<file path="config.mk">
export PLATFORM = sky130hd
export DESIGN_NAME = pe_array_pipe
export DESIGN_NICKNAME = d
export VERILOG_FILES = /design/src/rtl/pe_array_pipe.sv
export SDC_FILE = /design/constraint.sdc
export NUM_CORES = 2
export LEC_CHECK = 0
export CAP_MARGIN = 10
export CORE_UTILIZATION = 29
export CTS_BUF_LIST = sky130_fd_sc_hd__clkbuf_4 sky130_fd_sc_hd__clkbuf_8
export CTS_CLUSTER_DIAMETER = 80
export DETAILED_ROUTE_END_ITERATION = 8
export PLACE_DENSITY_LB_ADDON = 0.3
export SETUP_SLACK_MARGIN = 0.1
export SLEW_MARGIN = 20
export SYNTH_ARGS = -nofsm -noshare
export SYNTH_HDL_FRONTEND = slang
export SYNTH_SLANG_ARGS = --single-unit
</file>
<file path="constraint.sdc">
create_clock -name clk -period 5.8 [get_ports clk]
set_input_delay 1.16 -clock clk [delete_from_list [all_inputs] [get_ports clk]]
set_output_delay 1.16 -clock clk [all_outputs]
set_load 0.005 [all_outputs]
</file>
<file path="src/rtl/pe_array_pipe.sv">
// Two-stage, multi-lane polar SC-decoder PE: f (min-sum) or g (add/sub) per vector.
// Define PE_SAT_EN for symmetric saturation on overflow; otherwise results wrap.
module pe_array_pipe #(
  parameter int unsigned LLR_W = 19,
  parameter int unsigned LANES = 8,
  parameter int unsigned TAG_W = 6
) (
  input  logic                   clk,
  input  logic                   rst,
  input  logic                   in_valid,
  output logic                   in_ready,
  input  logic                   in_mode,
  input  logic [LANES-1:0]       in_u,
  input  logic [LANES*LLR_W-1:0] in_llr_a,
  input  logic [LANES*LLR_W-1:0] in_llr_b,
  input  logic [TAG_W-1:0]       in_tag,
  output logic                   out_valid,
  input  logic                   out_ready,
  output logic [LANES*LLR_W-1:0] out_llr,
  output logic [TAG_W-1:0]       out_tag,
  output logic [LANES-1:0]       out_ovf,
  output logic                   busy
);

  localparam int unsigned EW = LLR_W + 1;

  logic adv1, adv2;

  logic                       s1_valid_q;
  logic                       s1_mode_q;
  logic [TAG_W-1:0]           s1_tag_q;
  logic [LANES-1:0]           s1_neg_q, s1_neg_d;
  logic [LANES-1:0][EW-1:0]   s1_mag_a_q, s1_mag_a_d;
  logic [LANES-1:0][EW-1:0]   s1_mag_b_q, s1_mag_b_d;
  logic [LANES-1:0][EW-1:0]   s1_sum_q, s1_sum_d;

  logic                       out_valid_q;
  logic [TAG_W-1:0]           out_tag_q;
  logic [LANES-1:0][LLR_W-1:0] out_llr_q, s2_llr_d;
  logic [LANES-1:0]           out_ovf_q, s2_ovf_d;

  assign adv2     = !out_valid_q || out_ready;
  assign adv1     = !s1_valid_q || adv2;
  assign in_ready = adv1;
  assign busy     = s1_valid_q || out_valid_q;

  assign out_valid = out_valid_q;
  assign out_llr   = out_llr_q;
  assign out_tag   = out_tag_q;
  assign out_ovf   = out_ovf_q;

`ifdef PE_SAT_EN
  localparam logic [LLR_W-1:0] PosMax = {1'b0, {(LLR_W-1){1'b1}}};
  localparam logic [LLR_W-1:0] NegMax = {1'b1, {(LLR_W-2){1'b0}}, 1'b1};
  localparam logic [EW-1:0]    MinExt = {2'b11, {(LLR_W-1){1'b0}}};
`endif

  for (genvar i = 0; i < LANES; i++) begin : g_lane
    logic [EW-1:0] a_ext, b_ext;
    logic [EW-1:0] min_mag, exact;
    logic          ovf_raw;

    assign a_ext = {in_llr_a[i*LLR_W+LLR_W-1], in_llr_a[i*LLR_W +: LLR_W]};
    assign b_ext = {in_llr_b[i*LLR_W+LLR_W-1], in_llr_b[i*LLR_W +: LLR_W]};

    assign s1_neg_d[i]   = a_ext[EW-1] ^ b_ext[EW-1];
    assign s1_mag_a_d[i] = a_ext[EW-1] ? (~a_ext + 1'b1) : a_ext;
    assign s1_mag_b_d[i] = b_ext[EW-1] ? (~b_ext + 1'b1) : b_ext;
    assign s1_sum_d[i]   = in_u[i] ? (b_ext - a_ext) : (a_ext + b_ext);

    assign min_mag = (s1_mag_a_q[i] < s1_mag_b_q[i]) ? s1_mag_a_q[i] : s1_mag_b_q[i];
    assign exact   = s1_mode_q ? s1_sum_q[i]
                               : (s1_neg_q[i] ? (~min_mag + 1'b1) : min_mag);
    // Exact result fits LLR_W bits iff the two top bits of the EW-bit value agree.
    assign ovf_raw = exact[EW-1] ^ exact[EW-2];

`ifdef PE_SAT_EN
    logic is_min;
    assign is_min      = (exact == MinExt);
    assign s2_llr_d[i] = ovf_raw ? (exact[EW-1] ? NegMax : PosMax)
                                 : (is_min ? NegMax : exact[LLR_W-1:0]);
    assign s2_ovf_d[i] = ovf_raw | is_min;
`else
    assign s2_llr_d[i] = exact[LLR_W-1:0];
    assign s2_ovf_d[i] = ovf_raw;
`endif
  end

  always_ff @(posedge clk) begin
    if (rst) begin
      s1_valid_q <= 1'b0;
      s1_mode_q  <= 1'b0;
      s1_tag_q   <= '0;
      s1_neg_q   <= '0;
      s1_mag_a_q <= '0;
      s1_mag_b_q <= '0;
      s1_sum_q   <= '0;
    end else if (adv1) begin
      s1_valid_q <= in_valid;
      if (in_valid) begin
        s1_mode_q  <= in_mode;
        s1_tag_q   <= in_tag;
        s1_neg_q   <= s1_neg_d;
        s1_mag_a_q <= s1_mag_a_d;
        s1_mag_b_q <= s1_mag_b_d;
        s1_sum_q   <= s1_sum_d;
      end
    end
  end

  // Output data only moves when a real vector arrives, keeping out_* stable otherwise.
  always_ff @(posedge clk) begin
    if (rst) begin
      out_valid_q <= 1'b0;
      out_tag_q   <= '0;
      out_llr_q   <= '0;
      out_ovf_q   <= '0;
    end else if (adv2) begin
      out_valid_q <= s1_valid_q;
      if (s1_valid_q) begin
        out_tag_q <= s1_tag_q;
        out_llr_q <= s2_llr_d;
        out_ovf_q <= s2_ovf_d;
      end
    end
  end

endmodule

</file>
Word level (Yosys, flattened, before mapping)
Index checks and enable logic that the tools add are counted.
{"block": "word_totals", "output_inout_bits": 169, "ff_bits": 663, "word_cells": 182, "input_bits": 323}
{"block": "op_classes", "magnitude_cmp": 8, "n_reduce_logical": 7, "n_mux": 48, "bitwise_logic": 40, "add_sub_neg": 40}
{"operator": "$mux 20", "count": 48}
{"operator": "$add 20x1->20 const B", "count": 24}
{"operator": "$not 20->20", "count": 24}
{"operator": "$add 19x19->20", "count": 8}
{"operator": "$lt 20x20->1", "count": 8}
{"operator": "$sub 19x19->20", "count": 8}
{"operator": "$xor 1x1->1", "count": 16}
{"operator": "$reduce_and 2->1", "count": 2}
{"operator": "$logic_or 1x1->1", "count": 3}
{"operator": "$logic_not 1->1", "count": 2}

Depth between registers and ports, before layout
{"block": "depth", "depth_word": 7, "depth_mapped": 22, "ltp_nobuf": 20}

Worst setup path after synthesis
OpenSTA, ideal clock, no wires.
{"block": "synth_path", "path_type": "register -> register", "from": "reg s1_mag_b_q[149] (netlist bit)", "to": "reg out_llr_q (netlist bit out_llr[151])", "t_arrival_ns": 5.341, "path_buffers": 3, "stages_incl_launch_ff": 22, "period_less_slack_ns": 5.415, "setup_ns": 0.074, "required_time_ns": 5.726, "slack_ns": 0.385, "path_cell_list": "dfxtp_1 > inv_1 > ha_1 > a21o_1 > a21o_1 > a211oi_1 > o21ai_0 > a221oi_1 > a21boi_0 > buf_1 > buf_1 > buf_1 > mux2i_1 > ha_1 > nand3_1 > or3_1 > or4_1 > or4_1 > nand3_1 > xnor2_1 > or2_2 > a31oi_1"}
{"block": "synth_via", "elab_chain_len": 6}
{"element": "start: declaration", "line_no": "34", "rtl": "logic [LANES-1:0][EW-1:0] s1_mag_b_q, s1_mag_b_d;"}
{"element": "start signal: assignment", "line_no": "105", "rtl": "s1_mag_b_q <= s1_mag_b_d;"}
{"element": "$lt 20x20->1", "line_no": "71", "rtl": "assign min_mag = (s1_mag_a_q[i] < s1_mag_b_q[i]) ? s1_mag_a_q[i] : s1_mag_b_q[i];"}
{"element": "$mux 20 (*)", "line_no": "71"}
{"element": "$not 20->20", "line_no": "73", "rtl": ": (s1_neg_q[i] ? (~min_mag + 1'b1) : min_mag);"}
{"element": "$add 20x1->20", "line_no": "73"}
{"element": "$mux 20 (*)", "line_no": "73"}
{"element": "$mux 20 (*)", "line_no": "72", "rtl": "assign exact = s1_mode_q ? s1_sum_q[i]"}
{"element": "end signal: assignment", "line_no": "122", "rtl": "out_llr_q <= s2_llr_d;"}
{"element": "end: declaration", "line_no": "39", "rtl": "logic [LANES-1:0][LLR_W-1:0] out_llr_q, s2_llr_d;"}
Mark *: on every way between the ends. The rest lies on a longest branch, timed or not.
A chain may end at the register's enable or synchronous reset.

Worst setup path in the final report
{"block": "layout_path", "from": "reg s1_mag_b_q[149] (netlist bit)", "to": "reg out_ovf_q[7] (netlist: out_ovf[7])"}
{"block": "layout_via", "elab_chain_len": 7}
{"element": "$lt 20x20->1", "line_no": "71"}
{"element": "$mux 20 (*)", "line_no": "71"}
{"element": "$not 20->20", "line_no": "73"}
{"element": "$add 20x1->20", "line_no": "73"}
{"element": "$mux 20 (*)", "line_no": "73"}
{"element": "$mux 20 (*)", "line_no": "72"}
{"element": "$xor 1x1->1 (*)", "line_no": "75", "rtl": "assign ovf_raw = exact[EW-1] ^ exact[EW-2];"}
{"element": "end signal: assignment", "line_no": "123", "rtl": "out_ovf_q <= s2_ovf_d;"}
{"element": "end: declaration", "line_no": "40", "rtl": "logic [LANES-1:0] out_ovf_q, s2_ovf_d;"}
Marked as above.

==> metrics.txt <==
nets in the synthesized netlist=~7000; number of buffers on the longest clock path=3; sum of routed wire length over all layers=176300 um; DRC violation total after the first TritonRoute iteration=2744; minimum clock period after layout=around 5.3 ns; count of TritonRoute iterations in the first routing pass=7; pwr dens=around 270 nW/um2; r2r endpoint=out_ovf[7]; Final WS setup=roughly 0.48 ns; floorplan die width=411.1 um; Hold Crit Endpoint=s1_mag_b_q[133]; Post-synth EDFFs=0; Logic pwr share=32.3%; length of routed met2 wiring=79840 um; number of filler instances in the final layout=17520; final worst path period share=91.77%; total area of multi-input combinational cells=33020 um2; number of top-level pins=492; Final GP Congestion=slightly below 0.9; maximum level of the CTS H-tree=4; std cell rows=149; worst vdd ir=0.2085 mV; Required @ worst endpoint=6.58 ns; cell count along the critical path=18; CP startpoint kind=flop; crit path kind=reg -> reg; antenna violations before repair=5; critical path's slowest cell=sky130_fd_sc_hd__a221oi_1; total of buffers placed on input and output ports=491; P_int=10.27 mW; DIE HEIGHT=about 400 um; global router's overall resource usage=20.15%; switching power share of the total=35.45%; Unique masters post-synth=68; # Max-Cap Violations=0; total setup violations reported at the end of the flow=0; sequential share of power=33.7%; post-route clock skew=a little under 0.05 ns; clock root buffer=sky130_fd_sc_hd__clkbuf_8; global-route wire length before repair=265000 um; Tightest Pin Transition=~1.1 ns; Mapped Avg Cell Area=~7.6 um2; Post-Synthesis Cell Area=around 49000 um2; share of post-route cells with drive strength above 1=6.050%; layout net count=approximately 7400; largest net degree at the start of global routing=203; Static Leak=23.36 nW; launch instance of the worst min-delay path=s1_mag_b_q[133]; multiplexer fraction of the synthesized cell area=4.311%; register area=13280 um2; insertion delay of the later-clocked pin in the worst-skew pair=0.89 ns; number of standard cells after synthesis=6364; vias post-DR=46470; worst-case hold slack=around 0.45 ns; leading cell type in the layout, fill and taps excluded=sky130_fd_sc_hd__nand2_1; XOR/XNOR share of the synthesized area=roughly an eighth; Routed WL per cell=around 19 um; highest metal layer with signal wires=met5; relative slew slack=23.58%; Vias per Instance=5.133; Critical Path Fanout Max=7; kind of cell with the highest combined delay on the critical path=simple AND/OR/NAND/NOR gates; number of global-route vias before repair=~44000; setup repair after global routing missed its margin=no; Reg2Reg Depth=18; simple-gate share of the synthesized area=21.23%; highest-count cells in the layout ignoring fill and taps=sky130_fd_sc_hd__nand2_1, sky130_fd_sc_hd__dfxtp_1, sky130_fd_sc_hd__nor2_1, sky130_fd_sc_hd__a21oi_1, sky130_fd_sc_hd__clkdlybuf4s50_1; TritonCTS clock tree=yes; area enclosed by the die boundary=~170000 um2; largest incremental delay on the critical path=~0.58 ns; Min-Delay Path Depth=2; net switching power=~5.6 mW; DR DRC count=0; final max-slew violation count=0; routed wire length on met3=11710 um; flop2flop setup slack=between 0.4 and 0.5 ns; adder-cell area share of the yosys netlist=under 10%; half-perimeter wire length after detailed placement=about 130000 um; share of power burned in the clock network=34.0%; critical register-to-register path startpoint=s1_mag_b_q[149]; achievable frequency=187.9 MHz; sequential element share of the synthesized area=~27%; CTS Hold Buffers Added=0; cell chain of the critical path=inv_1 -> ha_1 -> a21o_1 -> a21o_1 -> a211oi_1 -> o21ai_0 -> a221oi_1 -> a21boi_4 -> mux2i_1 -> ha_1 -> nand3_1 -> or3_1 -> or4_1 -> or4_1 -> nand3_1 -> xnor2_1 -> or2_2 -> o221ai_1; HP Class=reg -> reg; Initial Util=29.31%; compound-cell area share of the yosys netlist=21.05%; arrival time of data at the critical path endpoint=6.11 ns; worst setup timing slack at the placement stage=-0.006964 ns; number of buffers added by the clock tree synthesis step=around 140; FF+latch count, synth=between 600 and 700; grt total ovfl=0; clock sinks=about 660; count of endpoints failing hold in the final timing report=0; sum of routed wire segments on met1=79350 um; count of buffer and inverter cells on the critical path=1; remaining number of nets flagged by the antenna check after routing=0; Worst Setup End Kind=flop; total core area=165500 um2; combinational family with the most area after synthesis=simple AND/OR/NAND/NOR gates; area growth from synthesis to final layout=21.49%; Async SR Flop Fraction=0%; outcome=finished clean; clock slew at reported path FFs=around 0.060 ns; predominant post-synthesis flop cell=sky130_fd_sc_hd__dfxtp_1; number of warnings issued by yosys=0
-- cells by family (layout without fill, tap and decap cells) --
logic type / count (synthesis) / count (layout)
other cells: 0 / 4
compound gates: 1610 / 1610
flops: 663 / 663
simple gates: 2255 / 2255
xor+xnor: 669 / 669
fa+ha+maj: 352 / 352
buf+inv: 617 / 1112
mux: 198 / 198
-- cell usage after synthesis (6+ instances only) --
cell type | instances | area share (%)
sky130_fd_sc_hd__o211ai_1 | 54 | 0.84
sky130_fd_sc_hd__xor2_1 | 273 | 4.9
sky130_fd_sc_hd__nor4_1 | 48 | 0.62
sky130_fd_sc_hd__dfxtp_1 | 663 | 27
sky130_fd_sc_hd__o211a_1 | 26 | 0.54
sky130_fd_sc_hd__inv_1 | 263 | 2.0
sky130_fd_sc_hd__and2_1 | 7 | 0.090
sky130_fd_sc_hd__o21ai_0 | 311 | 3.2
sky130_fd_sc_hd__mux2i_1 | 173 | 3.6
sky130_fd_sc_hd__a21oi_1 | 516 | 5.3
sky130_fd_sc_hd__or3_1 | 142 | 1.8
sky130_fd_sc_hd__a2111oi_0 | 10 | 0.18
sky130_fd_sc_hd__xnor2_1 | 396 | 7.1
sky130_fd_sc_hd__o31ai_1 | 70 | 1.1
sky130_fd_sc_hd__or4_1 | 22 | 0.34
sky130_fd_sc_hd__o21bai_1 | 8 | 0.12
sky130_fd_sc_hd__ha_1 | 344 | 8.9
sky130_fd_sc_hd__nor3_1 | 173 | 1.8
sky130_fd_sc_hd__mux4_2 | 7 | 0.32
sky130_fd_sc_hd__nor3b_1 | 11 | 0.17
sky130_fd_sc_hd__a31oi_1 | 36 | 0.46
sky130_fd_sc_hd__a211o_1 | 23 | 0.42
sky130_fd_sc_hd__clkbuf_1 | 325 | 2.5
sky130_fd_sc_hd__nand2_1 | 829 | 6.4
sky130_fd_sc_hd__a21boi_0 | 8 | 0.12
sky130_fd_sc_hd__o311ai_0 | 7 | 0.13
sky130_fd_sc_hd__nand2b_1 | 78 | 1.0
sky130_fd_sc_hd__or2_2 | 11 | 0.14
sky130_fd_sc_hd__nor2b_1 | 127 | 1.6
sky130_fd_sc_hd__a22o_1 | 24 | 0.43
sky130_fd_sc_hd__a311oi_1 | 23 | 0.42
sky130_fd_sc_hd__o21a_1 | 47 | 0.73
sky130_fd_sc_hd__mux2_2 | 18 | 0.42
sky130_fd_sc_hd__nor2_1 | 607 | 4.7
sky130_fd_sc_hd__nand3_1 | 88 | 0.91
sky130_fd_sc_hd__buf_1 | 24 | 0.19
sky130_fd_sc_hd__o31a_1 | 6 | 0.11
sky130_fd_sc_hd__o41ai_1 | 10 | 0.18
sky130_fd_sc_hd__and3_1 | 44 | 0.57
sky130_fd_sc_hd__a21o_1 | 84 | 1.3
sky130_fd_sc_hd__a211oi_1 | 317 | 4.9
sky130_fd_sc_hd__nand3b_1 | 23 | 0.36
sky130_fd_sc_hd__nand4_1 | 31 | 0.40
sky130_fd_sc_hd__fa_1 | 8 | 0.33
-- timing repair --
item                                    4_1_cts  5_1_grt
endpoints found under the setup margin        0        1
setup buffers                                 0        4
gates resized for setup                       0        0
endpoints found under the hold margin         0        0
-- per-stage QoR --
| step | power, mW | utilization, % | setup TNS [ns] | cells | area (um2) |
|---|---|---|---|---|---|
| after floorplan | 8.736 | - | 0 | 6364 | 48530 |
| after global placement | 10.50 | 33.80 | -0.03023 | 8803 | 55960 |
| after detailed placement | 10.56 | 33.80 | -0.006964 | 8803 | 55960 |
| after CTS | 16.08 | 35.59 | 0 | 9044 | 58910 |
| after global routing | 16.87 | 35.61 | 0 | 9050 | 58950 |
| final | 15.91 | 35.61 | 0 | 9052 | 58950 |
-- worst min-delay path: stages, from the launching register on --
cell and delay (ns):
sky130_fd_sc_hd__dfxtp_1 0.30, sky130_fd_sc_hd__nand2_1 0.05, sky130_fd_sc_hd__a21oi_1 0.05
-- state kept, by name, summed over array words and instances (netlist names) --
name        count
s1_mag_a_q    160
s1_mag_b_q    160
s1_sum_q      160
out_llr       152
out_ovf         8
s1_neg_q        8
out_tag         6
s1_tag_q        6
out_valid       1
s1_mode_q       1
s1_valid_q      1
-- power groups by stage --
stage	Sequential (mW)	Clock, mW	Combinational (mW)
finish	5.36	5.41	5.13
global route	5.42	5.79	5.66
CTS	5.36	5.58	5.14
detailed placement	5.45	0	5.11
global placement	5.45	0	5.05
floorplan	5.31	0	3.43
-- worst max path at each step --
stage | startpoint | end | slack, ns
floorplan | s1_mag_b_q[149] | out_llr[151] | 0.38
finish | s1_mag_b_q[149] | out_ovf[7] | 0.48
CTS | s1_mag_b_q[149] | out_ovf[7] | 0.50
global route | s1_mag_b_q[149] | out_ovf[7] | 0.17
detailed placement | in_llr_a[76] | s1_sum_q[99] | -0.007
global placement | in_llr_a[76] | s1_sum_q[99] | -0.03
-- layout make-up --
cell class              instances  share of cell area (%)
well taps                    2189                   4.646
flip-flops and latches        663                   22.52
clock buffers                 206                   4.395
clock inverters                35                  0.6112
diodes                          4                 0.01698
multi-input cells            5084                   56.01
inverters                     265                   1.694
repair buffers                606                   10.11
-- metal layers --
metal / vias to the layer above / GRT usage [%]
met5: - / 0
met4: 2 / 7.076
met3: 269 / 5.142
met2: 1118 / 32.50
met1: 21900 / 25.82
li1: 23180 / -
Power figures use the tool's default switching activity.
